[config.mk]
export PLATFORM = sky130hd
export DESIGN_NAME = hazard_controller
export DESIGN_NICKNAME = d
export VERILOG_FILES = /design/src/rtl/hazard_pkg.sv /design/src/rtl/hazard_scoreboard.sv /design/src/rtl/hazard_controller.sv
export SDC_FILE = /design/constraint.sdc
export NUM_CORES = 1
export LEC_CHECK = 0
export CAP_MARGIN = 20
export CORE_AREA = 4 4 85 87
export CTS_CLUSTER_SIZE = 8
export DETAILED_ROUTE_END_ITERATION = 12
export DIE_AREA = 0 0 89 91
export GPL_ROUTABILITY_DRIVEN = 0
export PLACE_DENSITY = 0.64
export SLEW_MARGIN = 20
export SYNTH_ARGS = -nofsm -noshare
export SYNTH_HDL_FRONTEND = slang
export SYNTH_SLANG_ARGS = --single-unit
[constraint.sdc]
create_clock -name clk -period 12.8 [get_ports clk]
set_input_delay 3.84 -clock clk [delete_from_list [all_inputs] [get_ports clk]]
set_output_delay 3.84 -clock clk [all_outputs]
set_load 0.01 [all_outputs]
[src/rtl/hazard_pkg.sv]
// hazard_pkg: shared definitions for the decode-stage hazard controller.
//   - opcode constants for the instructions that need special handling
//   - instr_class_t: how an instruction uses the register file
//   - state_t: controller FSM states
//   - decode_class(): opcode to class mapping (unlisted opcodes are ALU)
package hazard_pkg;

    localparam logic [4:0] OP_NOP = 5'h00;
    localparam logic [4:0] OP_LW  = 5'h10;
    localparam logic [4:0] OP_SW  = 5'h11;
    localparam logic [4:0] OP_BEQ = 5'h12;
    localparam logic [4:0] OP_JMP = 5'h13;

    typedef enum logic [2:0] {
        ALU,
        LW,
        SW,
        BEQ,
        JMP,
        NOP
    } instr_class_t;

    typedef enum logic [1:0] {
        RUN,
        STALL,
        FLUSH
    } state_t;

    // Anything that is not one of the special opcodes behaves like an
    // ALU op: two reads and a write to rd.
    function automatic instr_class_t decode_class(input logic [4:0] op);
        instr_class_t cls;
        case (op)
            OP_NOP:  cls = NOP;
            OP_LW:   cls = LW;
            OP_SW:   cls = SW;
            OP_BEQ:  cls = BEQ;
            OP_JMP:  cls = JMP;
            default: cls = ALU;
        endcase
        return cls;
    endfunction

endpackage

[src/rtl/hazard_scoreboard.sv]
// hazard_scoreboard: tracks which registers have a write in flight.
//   clk, rst        clock, asynchronous active-high reset
//   set_en, set_idx an issued writer targets register set_idx
//   clr_en, clr_idx writeback commits to register clr_idx
//   pending[15:0]   bit n = register n has an outstanding write
//   inflight[3:0]   number of outstanding writers, 0..MAX_INFLIGHT
//   wb_err          sticky: writeback hit a register that was not pending
//                   (or collided with a same-cycle set of that register)
module hazard_scoreboard #(
    parameter int MAX_INFLIGHT = 4
) (
    input  logic        clk,
    input  logic        rst,
    input  logic        set_en,
    input  logic [3:0]  set_idx,
    input  logic        clr_en,
    input  logic [3:0]  clr_idx,
    output logic [15:0] pending,
    output logic [3:0]  inflight,
    output logic        wb_err
);

    logic [15:0] set_mask;
    logic [15:0] clr_mask;
    logic        collision;
    logic        clr_valid;
    logic        clr_bad;

    // A set and clear of the same register in one cycle keeps the set and
    // drops the clear; the clear is then reported as an error because the
    // WAW check should have made the pair impossible.
    always_comb begin
        set_mask  = '0;
        clr_mask  = '0;
        collision = set_en && clr_en && (set_idx == clr_idx);
        clr_valid = clr_en && pending[clr_idx] && !collision;
        clr_bad   = clr_en && (!pending[clr_idx] || collision);
        if (set_en) begin
            set_mask = 16'h0001 << set_idx;
        end
        if (clr_valid) begin
            clr_mask = 16'h0001 << clr_idx;
        end
    end

    // Scoreboard bits, writer count and sticky error flag.
    always_ff @(posedge clk or posedge rst) begin
        if (rst) begin
            pending  <= '0;
            inflight <= '0;
            wb_err   <= 1'b0;
        end else begin
            pending <= (pending | set_mask) & ~clr_mask;
            if (set_en && !clr_valid) begin
                if (inflight < 4'(MAX_INFLIGHT)) begin
                    inflight <= inflight + 4'd1;
                end
            end else if (clr_valid && !set_en) begin
                if (inflight != 4'd0) begin
                    inflight <= inflight - 4'd1;
                end
            end
            if (clr_bad) begin
                wb_err <= 1'b1;
            end
        end
    end

endmodule

[src/rtl/hazard_controller.sv]
// hazard_controller: decode-stage sequencer between IF/ID and ID/EXE.
// Stalls on RAW/WAW hazards or when the in-flight writer limit is reached,
// holds branches until their operands are clean and flushes IF/ID after a
// taken branch or jump.
//   clk, rst                 clock, asynchronous active-high reset
//   instr_valid, opcode,
//   rs_dir, rt_dir, rd_dir   instruction held in IF/ID
//   flag_branch              comparator equal flag for BEQ
//   reg_wr, dir_wb           register-file writeback port
//   issue, stall, bubble     pipeline control
//   flush, take_branch       IF/ID kill and PC target select
//   pending, inflight, wb_err scoreboard state
// Optional: define HAZARD_PERF_EN to add saturating 32-bit stall_cnt and
// flush_cnt cycle counters.
module hazard_controller
    import hazard_pkg::*;
#(
    parameter int MAX_INFLIGHT = 4,
    parameter int FLUSH_CYCLES = 1
) (
    input  logic        clk,
    input  logic        rst,
    input  logic        instr_valid,
    input  logic [4:0]  opcode,
    input  logic [3:0]  rs_dir,
    input  logic [3:0]  rt_dir,
    input  logic [3:0]  rd_dir,
    input  logic        flag_branch,
    input  logic        reg_wr,
    input  logic [3:0]  dir_wb,
    output logic        issue,
    output logic        stall,
    output logic        bubble,
    output logic        flush,
    output logic        take_branch,
    output logic [15:0] pending,
    output logic [3:0]  inflight,
    output logic        wb_err
`ifdef HAZARD_PERF_EN
    ,
    output logic [31:0] stall_cnt,
    output logic [31:0] flush_cnt
`endif
);

    state_t       state;
    state_t       next_state;
    instr_class_t cls;
    logic         reads_rs;
    logic         reads_rt;
    logic         is_writer;
    logic [3:0]   dest;
    logic [15:0]  live_pending;
    logic         wb_valid;
    logic [3:0]   eff_inflight;
    logic         raw;
    logic         waw;
    logic         full;
    logic         hazard;
    logic         taken;
    logic [1:0]   flush_timer;

    // Register usage of the instruction currently in IF/ID.
    always_comb begin
        cls       = decode_class(opcode);
        reads_rs  = 1'b0;
        reads_rt  = 1'b0;
        is_writer = 1'b0;
        dest      = rd_dir;
        case (cls)
            ALU: begin
                reads_rs  = 1'b1;
                reads_rt  = 1'b1;
                is_writer = 1'b1;
            end
            LW: begin
                reads_rs  = 1'b1;
                is_writer = 1'b1;
                dest      = rt_dir;
            end
            SW, BEQ: begin
                reads_rs = 1'b1;
                reads_rt = 1'b1;
            end
            default: ;
        endcase
    end

    // A writeback landing this cycle makes its register readable now, so
    // RAW and the writer limit see it immediately. WAW deliberately uses the
    // registered bits: letting a writer reclaim a register in the same cycle
    // its previous write retires would set and clear the same bit at once.
    always_comb begin
        live_pending = pending;
        wb_valid     = reg_wr && pending[dir_wb] && (inflight != 4'd0);
        if (reg_wr) begin
            live_pending = pending & ~(16'h0001 << dir_wb);
        end
        eff_inflight = inflight - 4'(wb_valid);
        raw    = (reads_rs && live_pending[rs_dir]) || (reads_rt && live_pending[rt_dir]);
        waw    = is_writer && pending[dest];
        full   = is_writer && (eff_inflight >= 4'(MAX_INFLIGHT));
        hazard = raw || waw || full;
        taken  = ((cls == BEQ) && flag_branch) || (cls == JMP);
    end

    // RUN and STALL resolve the same way each cycle; STALL only records that
    // the instruction in IF/ID is being held. FLUSH ignores IF/ID entirely.
    always_comb begin
        next_state  = state;
        issue       = 1'b0;
        stall       = 1'b0;
        bubble      = 1'b0;
        take_branch = 1'b0;
        case (state)
            RUN, STALL: begin
                next_state = RUN;
                if (instr_valid) begin
                    if (hazard) begin
                        stall      = 1'b1;
                        bubble     = 1'b1;
                        next_state = STALL;
                    end else begin
                        issue = 1'b1;
                        if (taken) begin
                            take_branch = 1'b1;
                            next_state  = FLUSH;
                        end
                    end
                end
            end
            FLUSH: begin
                bubble = 1'b1;
                if (flush_timer == 2'(FLUSH_CYCLES - 1)) begin
                    next_state = RUN;
                end
            end
            default: next_state = RUN;
        endcase
    end

    assign flush = (state == FLUSH);

    // State register and count of flush cycles already spent.
    always_ff @(posedge clk or posedge rst) begin
        if (rst) begin
            state       <= RUN;
            flush_timer <= '0;
        end else begin
            state <= next_state;
            if ((state == FLUSH) && (next_state == FLUSH)) begin
                flush_timer <= flush_timer + 2'd1;
            end else begin
                flush_timer <= '0;
            end
        end
    end

    hazard_scoreboard #(
        .MAX_INFLIGHT(MAX_INFLIGHT)
    ) u_scoreboard (
        .clk      (clk),
        .rst      (rst),
        .set_en   (issue && is_writer),
        .set_idx  (dest),
        .clr_en   (reg_wr),
        .clr_idx  (dir_wb),
        .pending  (pending),
        .inflight (inflight),
        .wb_err   (wb_err)
    );

`ifdef HAZARD_PERF_EN
    // Saturating cycle counters for stall and flush activity.
    always_ff @(posedge clk or posedge rst) begin
        if (rst) begin
            stall_cnt <= '0;
            flush_cnt <= '0;
        end else begin
            if (stall && (stall_cnt != 32'hFFFF_FFFF)) begin
                stall_cnt <= stall_cnt + 32'd1;
            end
            if (flush && (flush_cnt != 32'hFFFF_FFFF)) begin
                flush_cnt <= flush_cnt + 32'd1;
            end
        end
    end
`endif

endmodule

## Word-level counts from Yosys, hierarchy flattened

Cells that the tools add are included.

| cells by class | value |
|---|---|
| add/sub/neg operators | 4 |
| reduce and logical (&&, ||, !) cells | 36 |
| shift-type cells | 2 |
| bitwise logic cells | 5 |
| eq/ne operators | 13 |
| muxes and demuxes | 37 |
| magnitude comparators | 6 |

Operators by type and width:

| kind | number |
|---|---|
| 16-bit two-way mux | 3 |
| 16-bit AND | 2 |
| 16-bit inverter | 2 |
| 1-bit by 4-bit left shift with 16-bit output, first input constant | 2 |
| 5-bit equality test, second input constant | 4 |
| 4-bit by 5-bit less-than comparator with 1-bit output, second input constant | 4 |
| 4-bit two-way mux | 5 |
| 1-bit two-way mux | 17 |
| 1-bit binary-select mux with 4-bit select | 4 |
| 16-bit OR | 1 |
| 1-bit logical AND | 15 |
| 3-bit case mux with 5 select lines | 1 |
| 2-bit two-way mux | 5 |
| 3-bit by 2-bit equality test with 1-bit output, second input constant | 2 |
| 5-bit zero test | 1 |
| 1-bit logical OR | 5 |
| 4-bit by 1-bit adder with 4-bit output, second input constant | 1 |
| 2-bit equality test, second input constant | 2 |
| 4-bit equality test | 1 |
| 4-bit by 3-bit greater-or-equal comparator with 1-bit output, second input constant | 1 |
| 1-bit zero test | 4 |
| 2-bit zero test | 2 |
| 4-bit by 3-bit less-than comparator with 1-bit output, second input constant | 1 |
| 2-bit case mux with 2 select lines | 1 |
| other kinds (15) | 17 |

| storage, ports and cells | value |
|---|---|
| output and inout port bits | 26 |
| input bits | 26 |
| logic and storage cells | 108 |
| register bits after elaboration | 25 |

## Depth between registers and ports, before layout

Gate-level depths: netlist (run 1).

| depth | value |
|---|---|
| word-level depth | 22 |
| depth in mapped cells | 17 |
| gate-level depth less buffers | 14 |

## Cells and area by module

From an unflattened synthesis (run 1), not the netlist that was laid out.

| second synthesis, totals | value |
|---|---|
| cells, all modules | 316 |
| area, all modules | 2691.3 um2 |

Modules (own cells, without submodules):

| module | times used | cells each | area each (um2) | sequential area each (um2) |
|---|---|---|---|---|
| hazard_controller | 1 | 188 | 1393.8 | 100.1 |
| hazard_scoreboard | 1 | 128 | 1297.5 | 525.5 |

## Worst setup path after synthesis (run 1)

OpenSTA, ideal clock, no wires.

| timing | value |
|---|---|
| path type | input to output |
| from | input port rt_dir[0] |
| to | output port take_branch |
| data arrival time | 5987 ps |
| stages on the path | 8 |
| path slack | 2973 ps |
| data required time | 8960 ps |
| cells stage by stage | clkbuf_1 -> clkbuf_1 -> mux4_2 -> nand2_1 -> a311oi_1 -> or2_2 -> nor3_1 -> and2_1 |

| between the ends | value |
|---|---|
| longest elaborated chain between the ends | 9 |
| elaborated cells between the ends (all ways) | 13 |
| those cells by class | 8 x mux; 5 x reduce/logical |

Ends and longest elaborated chain:

| item | RTL line | source |
|---|---|---|
| from (decl) | hazard_controller.sv:26 | `input logic [3:0] rt_dir,` |
| 4-bit two-way mux / 1-bit binary-select mux with 4-bit select (equally long branches) | hazard_controller.sv:70, hazard_controller.sv:100 |  |
| 1-bit binary-select mux with 4-bit select / 1-bit two-way mux (equally long branches) | hazard_controller.sv:101, hazard_controller.sv:100 |  |
| 1-bit two-way mux (implied by the code) / 1-bit logical AND (equally long branches) | hazard_controller.sv:101, hazard_controller.sv:100 |  |
| 1-bit logical AND / 1-bit logical OR (equally long branches) | hazard_controller.sv:101, hazard_controller.sv:100 |  |
| 1-bit logical OR (*) (2 in series) | hazard_controller.sv:103 | `hazard = raw \|\| waw \|\| full;` |
| 1-bit two-way mux (*) | hazard_controller.sv:119 | `if (hazard) begin` |
| 1-bit two-way mux (*) | hazard_controller.sv:118 | `if (instr_valid) begin` |
| 1-bit two-way mux (*) | hazard_controller.sv:115 | `case (state)` |
| to (decl) | hazard_controller.sv:35 | `output logic take_branch,` |

Mark *: on every way between the ends. The rest lies on a longest branch, timed or not. The select of a mux whose other input is x is not followed.

## Final worst setup path (run 1)

| timing | value |
|---|---|
| from | input port dir_wb[1] |
| to | output port take_branch |

| between the ends | value |
|---|---|
| longest elaborated chain between the ends | 13 |
| elaborated cells between the ends (all ways) | 23 |
| those cells by class | 1 x add/sub; 1 x order compare; 1 x shift; 10 x mux; 2 x bitwise; 8 x reduce/logical |

Ends and longest elaborated chain:

| item | RTL line | source |
|---|---|---|
| from (decl) | hazard_controller.sv:30 | `input logic [3:0] dir_wb,` |
| branches (longest 9 deep; another with 4-bit by 1-bit subtractor with 4-bit output) | - |  |
| 1-bit logical OR (*) | hazard_controller.sv:103 |  |
| 1-bit two-way mux (*) | hazard_controller.sv:119 |  |
| 1-bit two-way mux (*) | hazard_controller.sv:118 |  |
| 1-bit two-way mux (*) | hazard_controller.sv:115 |  |

Every way passes the cells marked *. The select of a mux whose other input is x is not followed.

==> results of run 1 <==
cell families (layout without fill, tap and decap cells):
kind of cell             Yosys count  count (layout)  synth area share
AND/OR/NAND/NOR                  107             107            0.2400
AO/OA/AOI/OAI                     86              86            0.2652
buffers and inverters             26              64           0.04317
flip-flops                        25              25            0.2569
multiplexers                      19              19            0.1280
XOR/XNOR                          12              12           0.04317
adder cells (fa/ha/maj)            4               4           0.02364
stage by stage:
stage | util | setup slack, ns | cell area, um^2 | instances
finish | 0.4749 | 1.487 | 3015 | 394
CTS | 0.4749 | 1.513 | 3015 | 394
global route | 0.4749 | 1.216 | 3015 | 394
floorplan | - | 2.973 | 2435 | 279
detailed placement | 0.4678 | 1.508 | 2970 | 390
global placement | 0.4678 | 1.653 | 2970 | 390
area by class of cell:
cell class                      instances  area share
Clock buffer                            4     0.01494
Timing Repair Buffer                   51      0.1693
Tap cell                               77     0.03195
Inverter                                9     0.01120
Multi-Input combinational cell        228      0.5651
Sequential cell                        25      0.2075
layer usage:
layer  wire, um  part of all wire  GRT usage  up-vias
met1       3511              0.45     0.2907     1182
met3        670             0.087    0.02986       11
met2       3449              0.45     0.2803      128
met5          0                 0          0        -
met4        104             0.013    0.05831        0
li1           -                 -          -     1152
state kept, by name (all words and copies together) (netlist names):
signal,flops
u_scoreboard.pending,16
u_scoreboard.inflight,4
flush_timer,2
state,2
u_scoreboard.wb_err,1
worst reg2reg max path, stage by stage (launching register included):
cell	delay [ns]
dfrtp_1	0.55
mux4_2	0.30
mux2i_1	0.09
o22ai_2	0.31
nand2_1	0.12
a2111oi_0	0.43
nand4bb_1	0.78
nand2b_1	0.49
ha_1	0.32
a21o_1	0.18
a21oi_1	0.24
nand2_1	0.08
nand2_1	0.07
o21ai_1	0.05
nand2b_1	0.17
layout by cell type, fill, tap and decap left out, types with 2 or more instances in the layout:
cell type	count
nand4b_1	5
o32a_1	4
a21o_1	4
o21ai_1	2
nor4_1	2
mux2_2	3
and2_1	8
o211ai_1	2
or2_2	2
or3_1	2
a21boi_0	3
a2bb2oi_1	2
xnor2_1	12
nor3_1	23
dfrtp_1	25
o311ai_0	2
mux4_2	8
o22a_1	11
nand3_1	4
nand2_1	16
clkbuf_8	3
o21ai_0	11
inv_1	9
nand2b_1	12
ha_1	3
a221oi_1	2
nor2_1	19
o221ai_1	2
o22ai_1	3
nor2b_1	4
a31oi_1	3
a21oi_1	16
nor3_2	2
a2111o_1	2
a311oi_1	2
o31ai_1	3
mux2i_1	5
clkdlybuf4s50_1	51
power by group through the flow:
stage               Clock, mW  Combinational [mW]  Sequential [mW]
floorplan                   0               0.126            0.152
global placement            0               0.225            0.166
detailed placement          0               0.225            0.165
CTS                    0.0468               0.227            0.164
global route           0.0494               0.249            0.170
finish                 0.0448               0.226            0.167
path summary, 6_finish.rpt:
check | endpoint | startpoint
max | take_branch | dir_wb[1]
min | flush_timer[0] | flush_timer[0]
max reg2reg | u_scoreboard.inflight[3] | u_scoreboard.pending[0]
min reg2reg | flush_timer[0] | flush_timer[0]
max in group asynchronous | u_scoreboard.pending[12] | rst
min in group asynchronous | u_scoreboard.inflight[0] | rst
==> metrics.md, run 1 <==
| Metric | Value |
|---|---|
| Portion of the clock cycle consumed by the worst path in the final layout | `0.8838` |
| Cell-by-cell trace of the critical path | `clkdlybuf4s50_1, nand2b_1, o31ai_1, o21ai_1, a221oi_1, a221oi_1, or2_2, nor3_1, and2_1, clkdlybuf4s50_1` |
| Run status | `finished clean` |
| Final Critical Period | `11.31 ns` |
| Fin Clk Skew | `0.002103 ns` |
| Number of synthesized flops with an enable pin | `0` |
| Quantity of I/O buffers inserted on ports | `51` |
| Vias after detailed routing | `2,473` |
| Endpoint required time on the critical path | `8.96 ns` |
| Slew @ Worst Pin | `0.9090 ns` |
| Wire length of the first global-routing pass | `12.25 mm` |
| Number of DRC markers in iteration 0 | `249` |
| Commonest register cell after synthesis | `dfrtp_1` |
| Register share of total power | `0.381` |
| Total of flip-flops plus latches after synthesis | `25` |
| Initial antenna violation count | `0` |
| CP Buf/Inv Count | `2` |
| Most frequent cell after synthesis | `dfrtp_1` |
| Reg-to-reg slack, setup | `8.52 ns` |
| GR Util All Layers | `0.1921` |
| Cell type of the slowest stage on the worst timing path | `clkdlybuf4s50_1` |
| FF/Latch Area | `625.6 um^2` |
| Largest stage delay, worst path | `1.02 ns` |
| Floorplan core area | `6350 um^2` |
| Mean number of vias per cell | `6.277` |
| Area Growth Syn to Fin | `23.84%` |
| Total count of hold-check failures in the final report | `0` |
| CTS tree | `done` |
| Net total in the final layout | `348` |
| Switching power of the nets | `0.1817 mW` |
| Final number of setup-violating endpoints | `0` |
| Post-route antenna net violation count | `0` |
| Worst supply voltage drop on vdd | `0.00009088 V` |
| Cell Int Power | `0.2554 mW` |
| CP Class | `input port to output pin` |
| Count of standard-cell rows | `29` |
| Chip Width | `89 um` |
| Clock slew seen by the registers of the worst setup and hold paths | `0.08 ns` |
| Leakage component of the power | `1.073 nW` |
| Gates resized, CTS repair | `0` |
| Half-perimeter wire length after detailed placement | `5.869 mm` |
| Cells on worst reg2reg path | `14` |
| Area share of the leading cell type in the synthesized netlist | `0.2569` |
| Diode insertion count for antenna repair | `0` |
| Starting density of the core | `0.3834` |
| Slew Limit Headroom | `0.3905` |
| Category of the worst setup path capture point | `output pin` |
| Number of iterations in the first detailed-routing pass | `4` |
| Relative contribution of the clock network to total power | `0.102` |
| Proportion of power drawn by combinational gates | `0.516` |
| Largest net degree at the start of global routing | `26` |
| Post-CTS setup-driven buffer insertion count | `0` |
| Count of cells along the worst hold path | `1` |
| Die area | `8099 um^2` |
| Library cell with the largest summed area after synthesis | `dfrtp_1` |
| Number of distinct standard cells referenced by the synthesized netlist | `63` |
| Tot Pwr | `0.4371 mW` |
| CTS H-tree lvls | `1` |
| Number of violations of the max-capacitance limit | `0` |
| Wire per inst | `19.63 um` |
| CP startpoint kind | `input port` |
| Highest achievable clock rate | `88.39 MHz` |
| Total number of clock tree sinks | `25` |
| Number of global-route vias before repair | `2,286` |
| Cts bufs inserted | `3` |
| Aggregate routed wire length | `7.736 mm` |
| Die span in y | `91 um` |
| Number of pins with negative max-slew slack in the final report | `0` |
| Clock root buffer | `clkbuf_8` |
| Worst min-delay path category | `register to register` |
| Count of mapped cells out of synthesis | `279` |
| Syn Area/Cell | `8.727 um^2` |
| Top cells by area, synth | `dfrtp_1, mux4_2, nor3_1` |
| Filler instances | `592` |
| Worst slack on hold paths | `0.4708 ns` |
| Worst-skew pair later-pin latency | `0.26 ns` |
| Setup repair after global routing missed its margin | `false` |
| Sequential-to-total area share from yosys stat | `0.2569` |
| Logic depth of the worst path, buffers included | `10` |
| Synth top cells by count | `dfrtp_1, nor3_1, nor2_1, a21oi_1, nand2_1` |
| Share of cells above drive strength 1 | `0.07886` |
| # DRC | `0` |
| Yosys warns | `0` |
| Number of hold-repair buffers added at the cts stage | `0` |
| Max FO, Critical Path | `20` |
| Accumulated negative setup slack | `0 ns` |
| Switching part of the total power | `0.4157` |
| Power Dens Cells | `145.0 nW/um^2` |
| Signal arrival time at the worst endpoint | `7.47 ns` |
| Multi-input gate area in the final layout | `1704 um^2` |
| Netlist area before placement | `2435 um^2` |
| Number of buffers on the longest clock path | `2` |
| Net Count, Synth | `309` |
| Asr flop ratio synth | `1.000` |
| # IOs | `52` |
| Overflow left after global routing | `0` |
| Cell family with most CP delay | `buffers and inverters` |
Power figures use the tool's default switching activity.
==> inputs of run 2 (changes only) <==
Settings changed: CAP_MARGIN 20 to not set.
==> results of run 2 <==
Final layout, timing and power as in run 1 (identical DEF).
